===== config.mk =====
export PLATFORM = sky130hd
export DESIGN_NAME = seg_scan_display
export DESIGN_NICKNAME = d
export VERILOG_FILES = /design/src/rtl/seg_scan_display.sv
export SDC_FILE = /design/constraint.sdc
export NUM_CORES = 1
export LEC_CHECK = 0
export CORE_ASPECT_RATIO = 1.1
export CORE_UTILIZATION = 35
export DETAILED_ROUTE_END_ITERATION = 7
export PLACE_DENSITY = 0.67
export SLEW_MARGIN = 40
export SYNTH_ARGS = -nofsm -noshare
export SYNTH_HDL_FRONTEND = slang
export SYNTH_SLANG_ARGS = --single-unit

===== constraint.sdc =====
create_clock -name sys_clk_in -period 5.8 [get_ports sys_clk_in]
set_input_delay 0.58 -clock sys_clk_in [delete_from_list [all_inputs] [get_ports sys_clk_in]]
set_output_delay 0.58 -clock sys_clk_in [all_outputs]
set_load 0.02 [all_outputs]

===== src/rtl/seg_scan_display.sv =====
// seg_scan_display: multiplexed hex display of a selectable debug channel
module seg_scan_display #(
    parameter int N_DIGITS    = 4,
    parameter int N_CH        = 4,
    parameter int DATA_W      = 32,
    parameter int REFRESH_DIV = 100000,
    localparam int SEL_W  = (N_CH > 1) ? $clog2(N_CH) : 1,
    localparam int WIN_W  = 4 * N_DIGITS,
    localparam int PAGES  = DATA_W / WIN_W,
    localparam int PAGE_W = (PAGES > 1) ? $clog2(PAGES) : 1,
    localparam int IDX_W  = (N_DIGITS > 1) ? $clog2(N_DIGITS) : 1,
    localparam int CNT_W  = $clog2(REFRESH_DIV)
) (
    input  logic                     sys_clk_in,
    input  logic                     reset,
    input  logic [N_CH*DATA_W-1:0]   ch_data,
    input  logic [SEL_W-1:0]         sel,
    input  logic [PAGE_W-1:0]        page,
    input  logic                     freeze,
    input  logic                     blank_lz,
    output logic [N_DIGITS-1:0]      an,
    output logic [6:0]               bcd,
    output logic                     digit_tick
);
    logic [CNT_W-1:0]    r_presc;
    logic [IDX_W-1:0]    r_idx;
    logic [DATA_W-1:0]   r_snap;
    logic [N_DIGITS-1:0] r_an;
    logic [6:0]          r_bcd;
    logic [DATA_W-1:0]   w_ch;
    logic [WIN_W-1:0]    w_win;
    logic [3:0]          w_nib;
    logic                w_hi_zero;
    logic                w_blank;
    logic [6:0]          w_seg;

    assign digit_tick = (r_presc == CNT_W'(REFRESH_DIV - 1));
    assign an         = r_an;
    assign bcd        = r_bcd;

    // Channel mux; an unused select code yields zero
    always_comb begin
        w_ch = '0;
        for (int k = 0; k < N_CH; k++)
            if (sel == SEL_W'(k)) w_ch = ch_data[k*DATA_W +: DATA_W];
    end

    // Live page window over the snapshot; out-of-range pages read as zero
    always_comb begin
        w_win = '0;
        for (int p = 0; p < PAGES; p++)
            if (page == PAGE_W'(p)) w_win = r_snap[p*WIN_W +: WIN_W];
    end

    // Pick the current digit nibble and decide leading-zero blanking from the top down
    always_comb begin
        w_nib     = '0;
        w_blank   = 1'b0;
        w_hi_zero = 1'b1;
        for (int i = N_DIGITS - 1; i >= 0; i--) begin
            w_hi_zero = w_hi_zero & (w_win[i*4 +: 4] == 4'h0);
            if (r_idx == IDX_W'(i)) begin
                w_nib   = w_win[i*4 +: 4];
                w_blank = blank_lz && (i > 0) && w_hi_zero;
            end
        end
    end

    // Hex to seven-segment decode, bit order {g,f,e,d,c,b,a}
    always_comb begin
        case (w_nib)
            4'h0: w_seg = 7'h3F;
            4'h1: w_seg = 7'h06;
            4'h2: w_seg = 7'h5B;
            4'h3: w_seg = 7'h4F;
            4'h4: w_seg = 7'h66;
            4'h5: w_seg = 7'h6D;
            4'h6: w_seg = 7'h7D;
            4'h7: w_seg = 7'h07;
            4'h8: w_seg = 7'h7F;
            4'h9: w_seg = 7'h6F;
            4'hA: w_seg = 7'h77;
            4'hB: w_seg = 7'h7C;
            4'hC: w_seg = 7'h39;
            4'hD: w_seg = 7'h5E;
            4'hE: w_seg = 7'h79;
            default: w_seg = 7'h71;
        endcase
    end

    // Prescaler and digit index advance once per refresh slot
    always_ff @(posedge sys_clk_in or posedge reset) begin
        if (reset) begin
            r_presc <= '0;
            r_idx   <= '0;
        end else begin
            r_presc <= digit_tick ? '0 : r_presc + 1'b1;
            if (digit_tick) r_idx <= (r_idx == IDX_W'(N_DIGITS - 1)) ? '0 : r_idx + 1'b1;
        end
    end

    // Snapshot follows the selected channel unless frozen
    always_ff @(posedge sys_clk_in or posedge reset) begin
        if (reset) r_snap <= '0;
        else if (!freeze) r_snap <= w_ch;
    end

    // Registered digit enable and segment outputs, one cycle behind the index
    always_ff @(posedge sys_clk_in or posedge reset) begin
        if (reset) begin
            r_an  <= '0;
            r_bcd <= '0;
        end else begin
            r_an  <= N_DIGITS'(1) << r_idx;
            r_bcd <= w_blank ? 7'h00 : w_seg;
        end
    end
endmodule


# ---- Word-level counts from Yosys, hierarchy flattened
# Memories as Yosys holds them, arrays and structs flattened.
# Index checks and enable logic that the tools add are counted.
dict set report totals {
  out_inout_bits 12
  ff_bits 62
  mem_bits_ro 112
  mem_count 1
  inputBits 135
  elab_cells 42
}
# name depth width rd rd_ports_with_merged_regs write_ports line
set mem_list {}
lappend mem_list {{(no name shown)} 16 7 1 0 0 71} ;# case (w_nib)
dict set report classes {
  muxes 16
  bitwise 2
  add_sub_neg 2
  reduce_logical 8
  n_eq_ne 7
  shift 1
}
# cell n
set op_table {}
lappend op_table {{2-to-1 mux 32 bit} 4}
lappend op_table {{adder 17 x 1 -> 17 bit, second input constant} 1}
lappend op_table {{equality test 17 bit, second input constant} 1}
lappend op_table {{2-to-1 mux 17 bit} 1}
lappend op_table {{2-to-1 mux 16 bit} 1}
lappend op_table {{2-to-1 mux 4 bit} 4}
lappend op_table {{logical NOT 4 bit} 3}
lappend op_table {{equality test 2 bit, second input constant} 4}
lappend op_table {{2-to-1 mux 7 bit} 1}
lappend op_table {{equality test 2 x 1 -> 1 bit, second input constant} 2}
lappend op_table {{logical NOT 2 bit} 2}
lappend op_table {{2-to-1 mux 1 bit} 4}
lappend op_table {{left shift 1 x 2 -> 4 bit, first input constant} 1}
lappend op_table {{logical AND 1 bit} 3}
lappend op_table {{adder 2 x 1 -> 2 bit, second input constant} 1}
lappend op_table {{AND 1 bit} 2}
lappend op_table {{2-to-1 mux 2 bit} 1}

# ---- Depth between registers and ports, before layout
# Gate-level depths: netlist (run 1).
dict set report depth {
  depth_word 8
  mapped_depth 11
  ltp_nobuf 10
}

# ---- Worst setup path after synthesis (run 1)
# Ideal clock, no wire load.
dict set report synth_path {
  path_kind {in2reg}
  from {input port page}
  to {register r_bcd[3], in the netlist bcd[3]}
  n_path_buf 3
  stages 10
  setup_time_ps 94
  required_ps 5706
  arrival_ps 2297
  slack_ps 3409
  cell_sequence {buf_6 > buf_6 > buf_4 > mux2i_1 > o221ai_1 > nand2_1 > inv_1 > ha_1 > mux2_1 > a211oi_1}
}
dict set report synth_between {
  elab_chain_len 8
  elab_cells_between_ends 19
  cone_classes {10 x mux; 2 x bitwise; 6 x reduce/logical; 1 x memory}
}
# element line
set synth_lines {}
lappend synth_lines {{start: declaration} 18} ;# input logic [PAGE_W-1:0] page,
lappend synth_lines {{2-to-1 mux 16 bit *} 52} ;# if (page == PAGE_W'(p)) w_win = r_snap[p*WIN_W +: WIN_W];
lappend synth_lines {{parallel branches: the longest is 6 deep, another holds memory (16 x 7 bit)} n/a}
lappend synth_lines {{2-to-1 mux 7 bit *} 115} ;# r_bcd <= w_blank ? 7'h00 : w_seg;
lappend synth_lines {{end signal: assignment} 115}
lappend synth_lines {{end: declaration} 29} ;# logic [6:0] r_bcd;
# Every way passes the cells marked *.
# A chain may end at the register's enable or synchronous reset.

# ---- Worst setup path in the final report (run 1)
dict set report layout_path {
  from {register r_presc[0]}
  to {output port digit_tick}
}
dict set report layout_between {
  elab_chain_len 1
}
# element line
set layout_lines {}
lappend layout_lines {{start: declaration} 25} ;# logic [CNT_W-1:0] r_presc;
lappend layout_lines {{start signal: assignment} 97} ;# r_presc <= digit_tick ? '0 : r_presc + 1'b1;
lappend layout_lines {{equality test 17 bit} 37} ;# assign digit_tick = (r_presc == CNT_W'(REFRESH_DIV - 1));
lappend layout_lines {{end: declaration} 23} ;# output logic digit_tick
# Every way passes these cells.

==> impl_results.md, run 1 <==
* Status: finished clean
* Largest net degree at the start of global routing at between 60 and 70
* Multi-input gate area at between 0.002 and 0.0025 sq mm
* Max-cap violations at 0
* CTS Buf Count at 9
* Worst R2R End: bcd[3]
* Critical Path AT at 2.51 ns
* GP Congestion at around 0.9
* Setup TNS at 0 ns
* Peak supply drop at ~0.00015 V
* Hold path start: r_presc[11]
* First-pass GRT wire length at 15000 um
* H-tree levels at 3
* CTS tree: yes
* CTS root buffer: clkbuf_16
* Gr usage total at 0.170
* Die Span Y at between 100 and 150 um
* Tightest Hold Check Type: reg -> reg
* Startpoint Class: flop
* Hpwl dp at just over 7000 um
* Worst reg-to-reg setup slack at between 3 and 4 ns
* Drt first pass iters at 4
* DR vias/cell at 5.09
* Pwr per Cell Area at between 200 and 250 mW/mm^2
* Power, Total at approximately 1.3 mW
* Depth of the most critical reg-to-reg path at 9
* Synth Register Bits at 62
* CP startpoint: r_presc[0]
* I/O pins at 147
* Syn Inst Count at slightly below 300
* Total routed wirelength at between 9000 and 10000 um
* Clk_skew at 0.00713 ns
* Grt ovf at 0
* Num rows at 40
* Final Hold Fails at 0
* Post-synth EDFFs at 0
* 1st-iter DRT viols at roughly 110
* Final net count at between 500 and 600
* Min-Delay Endpoint: r_presc[11]
* Postcts setup bufs at 0
* Req. time, crit path at 5.22 ns
* Critical Path Slowest Stage Cell: clkdlybuf4s50_1
* Final worst path period need at slightly above 3 ns
* Most common cell after layout, fill and taps aside: clkdlybuf4s50_1
* Syn_nets at 441
* Vias in the first global route at approximately 3100
* Area grow syn2layout at 47.7%
* Static leakage at roughly 2.3 nW
* Ys async rst share at 1.00
* Syn_area_per_cell at about 13 sq um
* Mapped Area at around 0.0039 sq mm
* Die Area at roughly 0.012 sq mm
* Max Buffers Root-to-Sink at 2
* Synth warnings at 0
* Setup crit end kind: primary output
* Clock latency on the worst-skew pair at between 0.3 and 0.4 ns
* # port buffers at around 150
* Setup CP Type: reg -> out
* Top_reg_cell synth: dfrtp_1
* Post-CTS sizing at 0
* Die X at a little over 100 um
* Final setup viols at 0
* Number of antenna violations at the first check in global routing at 1
* Clk slew on worst S/H paths at ~0.060 ns
* Initial Utilization at 0.358
* Hold path cells at 1
* FMAX at between 300 and 400 MHz
* Final ANT Viol Nets at 0
* Hold buffers post-CTS at 0
* Synth unique cells at 54
* Share of layout cells above drive strength 1 at 0.234
* Crit Path Max Fanout at 14
* Slew headroom at 0.610
* Sequential element share of the synthesized area at 0.399
* Most frequent cells in the layout: 144 x clkdlybuf4s50_1, 62 x dfrtp_1, 36 x mux2_2
* CP max stage delay at just over 0.7 ns
* Reg area at around 0.0016 sq mm
* Worst r2r src: r_idx[0]
* Core Region at 0.0109 sq mm
* Worst path cell trace: ha_1 > and4_1 > nand2_1 > nor2_2 > clkdlybuf4s50_1
* Fill count at roughly 950
* Slew Limit Fails at 0
* Hold slack at 0.492 ns
* RSZ-0062 raised after global routing: no
* WL per Instance at approximately 15 um
* Fin crit share at 0.534
* DR DRC count at 0
* Tightest Pin Transition at between 0.5 and 0.6 ns
* Number of clock sinks at a little over 60
* Vias post-DR at between 3000 and 4000
through the flow:
stage	area (sq um)	setup WS [ns]	cells	utilization
3_3_place_gp	5460	2.41	575	0.503
3_5_place_dp	5460	2.80	575	0.503
4_1_cts	5740	2.44	591	0.528
6_report	5750	2.71	592	0.529
2_1_floorplan	3890	3.41	295	-
5_1_grt	5750	2.56	592	0.529
cells in the mapped netlist, types with 4 or more instances:
cell      count  area, sq um
clkbuf_1      8         30.0
nor3_1        6         30.0
xnor2_1       8         70.1
inv_1        10         37.5
nand4_1       4         25.0
dfrtp_1      62         1550
mux4_2       32          721
nand3_1       8         40.0
nor2_1       16         60.1
nand2_1       9         33.8
ha_1         11          138
mux2i_1      13          130
mux2_2       36          405
a21oi_1       4         20.0
xor2_1        5         43.8
o21ai_0       4         20.0
critical path: cells and delay by family (launching register included):
family | cells | cell delay (ns)
adders and majority gates | 1 | 0.21
buffers and inverters | 1 | 0.71
DFF | 1 | 0.39
and+or+nand+nor | 3 | 0.86
per-layer routing:
| metal | part of all wire | vias to the layer above | track usage |
|---|---|---|---|
| met4 | 0.023 | 0 | 0.0733 |
| met5 | 0 | - | 0 |
| met3 | 0.049 | 18 | 0.0286 |
| met1 | 0.40 | 1449 | 0.203 |
| met2 | 0.53 | 103 | 0.295 |
| li1 | - | 1443 | - |
kinds of logic after synthesis:
kind of cell,synth area share
multiplexers,0.335
AND/OR/NAND/NOR,0.0958
flip-flops,0.399
AO/OA/AOI/OAI,0.0727
buffers and inverters,0.0328
XOR/XNOR,0.0293
adder cells (fa/ha/maj),0.0354
state kept, by name (all words and copies together) (netlist names):
name and flops:
r_snap 32, an 4, r_idx 2, bcd 7, r_presc 17
area by class of cell:
type | count | area share
multi-input combinational | 207 | 0.385
sequential | 62 | 0.270
timing repair buffer | 149 | 0.258
clock buffer | 10 | 0.0416
tap | 147 | 0.0320
clock inverter | 6 | 0.00653
inverter | 10 | 0.00653
antenna | 1 | 0.000435
power by group:
group	switching [mW]	total (mW)	internal (mW)
combinational	0.127	0.340	0.213
sequential	0.0324	0.514	0.481
clock	0.190	0.488	0.298
how the worst max path moves through the flow:
stage                       to  cells after the start
global placement        bcd[3]                      8
floorplan               bcd[3]                     10
detailed placement  digit_tick                      5
global route        digit_tick                      5
CTS                 digit_tick                      5
finish              digit_tick                      5
No activity file was read; power rests on OpenSTA's default activity.
==> inputs of run 2 (changes only) <==
--- a/config.mk
+++ b/config.mk
@@ -8,7 +8,7 @@
 export CORE_ASPECT_RATIO = 1.1
 export CORE_UTILIZATION = 35
 export DETAILED_ROUTE_END_ITERATION = 7
-export PLACE_DENSITY = 0.67
+export PLACE_DENSITY = 0.69
 export SLEW_MARGIN = 40
 export SYNTH_ARGS = -nofsm -noshare
 export SYNTH_HDL_FRONTEND = slang
==> constraint.sdc (replaced) <==
create_clock -name sys_clk_in -period 2.7 [get_ports sys_clk_in]
set_input_delay 0.27 -clock sys_clk_in [delete_from_list [all_inputs] [get_ports sys_clk_in]]
set_output_delay 0.27 -clock sys_clk_in [all_outputs]
set_load 0.02 [all_outputs]
==> impl_results.md, run 2 (synthesized netlist as in run 1, its figures left out) <==
* Status: finished clean (unchanged)
* DP Worst Slack at 0.130 ns (was 2.80 ns)
* Post-placement cell count at 581 (was 575)
* Number of antenna violations at the first check in global routing at 0 (was 1)
* DR vias/cell at 5.17 (was 5.09)
* Slew Limit Fails at 0 (unchanged)
* WL per Instance at 15.7 um (was 15.3 um)
* Vias post-DR at 3080 (was 3013)
* Final setup viols at 0 (unchanged)
* Startpoint Class: flop (unchanged)
* Clock latency on the worst-skew pair at 0.33 ns (about the same)
* Antenna Cells at 0 (was 1)
* CTS Buf Count at 9 (unchanged)
* Final worst path period need at 2.36 ns
* Critical Path AT at 2.60 ns (was 2.51 ns)
* Worst r2r src: r_idx[0] (unchanged)
* # port buffers at 146 (unchanged)
* Post-DP Area at 0.00553 sq mm (was 0.00546 sq mm)
* DR DRC count at 0 (unchanged)
* Pwr per Cell Area at 517 mW/mm^2 (was 233 mW/mm^2)
* Crit Path Max Fanout at 8 (was 14)
* Clk_skew at 0.0102 ns (was 0.00713 ns)
* GP Congestion at 0.826 (was 0.889)
* Share of layout cells above drive strength 1 at 0.243 (was 0.234)
* Tightest Pin Transition at 0.644 ns (was 0.584 ns)
* Hold buffers post-CTS at 0 (unchanged)
* Static leakage at 2.33 nW (was 2.27 nW)
* Req. time, crit path at 2.93 ns (was 5.22 ns)
* H-tree levels at 3 (unchanged)
* 1st-iter DRT viols at 125 (was 105)
* Final Hold Fails at 0 (unchanged)
* Grt ovf at 0 (unchanged)
* Clk slew on worst S/H paths at 0.05 ns (was 0.06 ns)
* Cell area after layout at 0.00585 sq mm (was 0.00575 sq mm)
* Total routed wirelength at 9340 um (was 9050 um)
* Most frequent cells in the layout: 145 x clkdlybuf4s50_1, 62 x dfrtp_1, 36 x mux2_2 (was 144 x clkdlybuf4s50_1, 62 x dfrtp_1, 36 x mux2_2)
* Setup TNS at 0 ns (unchanged)
* CTS root buffer: clkbuf_16 (unchanged)
* FMAX at 423 MHz
* Max-cap violations at 0 (unchanged)
* Initial Utilization at 0.358 (unchanged)
* I/O pins at 147 (unchanged)
* Finished Layout Cells at 596 (was 592)
* Core Region at 0.0109 sq mm (unchanged)
* Most common cell after layout, fill and taps aside: clkdlybuf4s50_1 (unchanged)
* Vias in the first global route at 3299 (was 3122)
* Gr usage total at 0.175 (was 0.170)
* Tightest Hold Check Type: in -> async (was reg -> reg)
* RSZ-0062 raised after global routing: no (unchanged)
* Die Span Y at 113 um (unchanged)
* Die X at 103 um (unchanged)
* CTS tree: yes (unchanged)
* Num rows at 40 (unchanged)
* Fin crit share at 0.875
* CP startpoint: r_idx[0] (was r_presc[0])
* Number of clock sinks at 62 (unchanged)
* Drt first pass iters at 6 (was 4)
* Final ANT Viol Nets at 0 (unchanged)
* Hpwl dp at 7540 um (was 7200 um)
* Max Buffers Root-to-Sink at 2 (unchanged)
* Top reg by flops: r_snap (unchanged)
* Final net count at 591 (was 585)
* Peak supply drop at 0.000328 V (was 0.000146 V)
* Largest net degree at the start of global routing at 33 (was 63)
* Setup CP Type: reg -> reg (was reg -> out)
* Area grow syn2layout at 50.3% (was 47.7%)
* First-pass GRT wire length at 15400 um (was 15000 um)
* Max FFs per register at 32 (unchanged)
* Slew headroom at 0.570 (was 0.610)
* Setup crit end kind: flop (was primary output)
* Die Area at 0.0115 sq mm (unchanged)
* Setup WS post-layout at 0.339 ns (was 2.71 ns)
-- run 2: layer usage --
layer,vias up,track usage,wire length (um)
met5,-,0,0
met4,0,0.0676,195
met3,20,0.0560,602
met2,118,0.316,4990
met1,1500,0.185,3550
li1,1442,-,-
-- run 2: final timing paths --
check                      slack (ns)          end  depth (start not counted)
min in group sys_clk_in          0.49   r_presc[0]                          1
setup reg to reg                 0.34       bcd[3]                          9
max in group asynchronous        1.75  r_presc[16]                          3
hold / removal                   0.36    r_snap[8]                          2
hold reg to reg                  0.49   r_presc[0]                          1
setup / recovery                 0.34       bcd[3]                          9
-- run 2: repair_timing --
action / in CTS / in global routing
endpoints found under the setup margin: 0 / 1
setup buffers: 0 / 0
resized for setup: 0 / 2
-- run 2: report_power, final --
group	total (mW)	switching, mW	internal, mW
Combinational	0.744	0.278	0.466
Clock	1.17	0.390	0.782
Sequential	1.10	0.0701	1.03
Total	3.02	0.739	2.28
-- run 2: cell type report --
class | instances | area, sq um
Clock buffer | 12 | 267
Fill cell | 935 | 5010
Sequential cell | 62 | 1550
Timing Repair Buffer | 155 | 1550
Multi-Input combinational cell | 207 | 2220
Inverter | 10 | 37.5
Clock inverter | 3 | 42.5
Tap cell | 147 | 184
-- run 2: stage by stage --
stage | power, mW | hold slack, ns | util
global route | 3.16 | 0.430 | 0.538
floorplan | 1.52 | 0.455 | -
global placement | 1.85 | 0.481 | 0.510
CTS | 3.06 | 0.378 | 0.538
finish | 3.02 | 0.362 | 0.538
detailed placement | 1.87 | 0.488 | 0.510
-- run 2: worst max-delay path: stages, from the launching register on --
cell	delay, ns
dfrtp_1	0.40
inv_1	0.09
ha_1	0.35
nor2_2	0.22
o221ai_1	0.17
nand2_1	0.17
inv_1	0.13
ha_1	0.21
mux2_1	0.30
a211oi_1	0.23
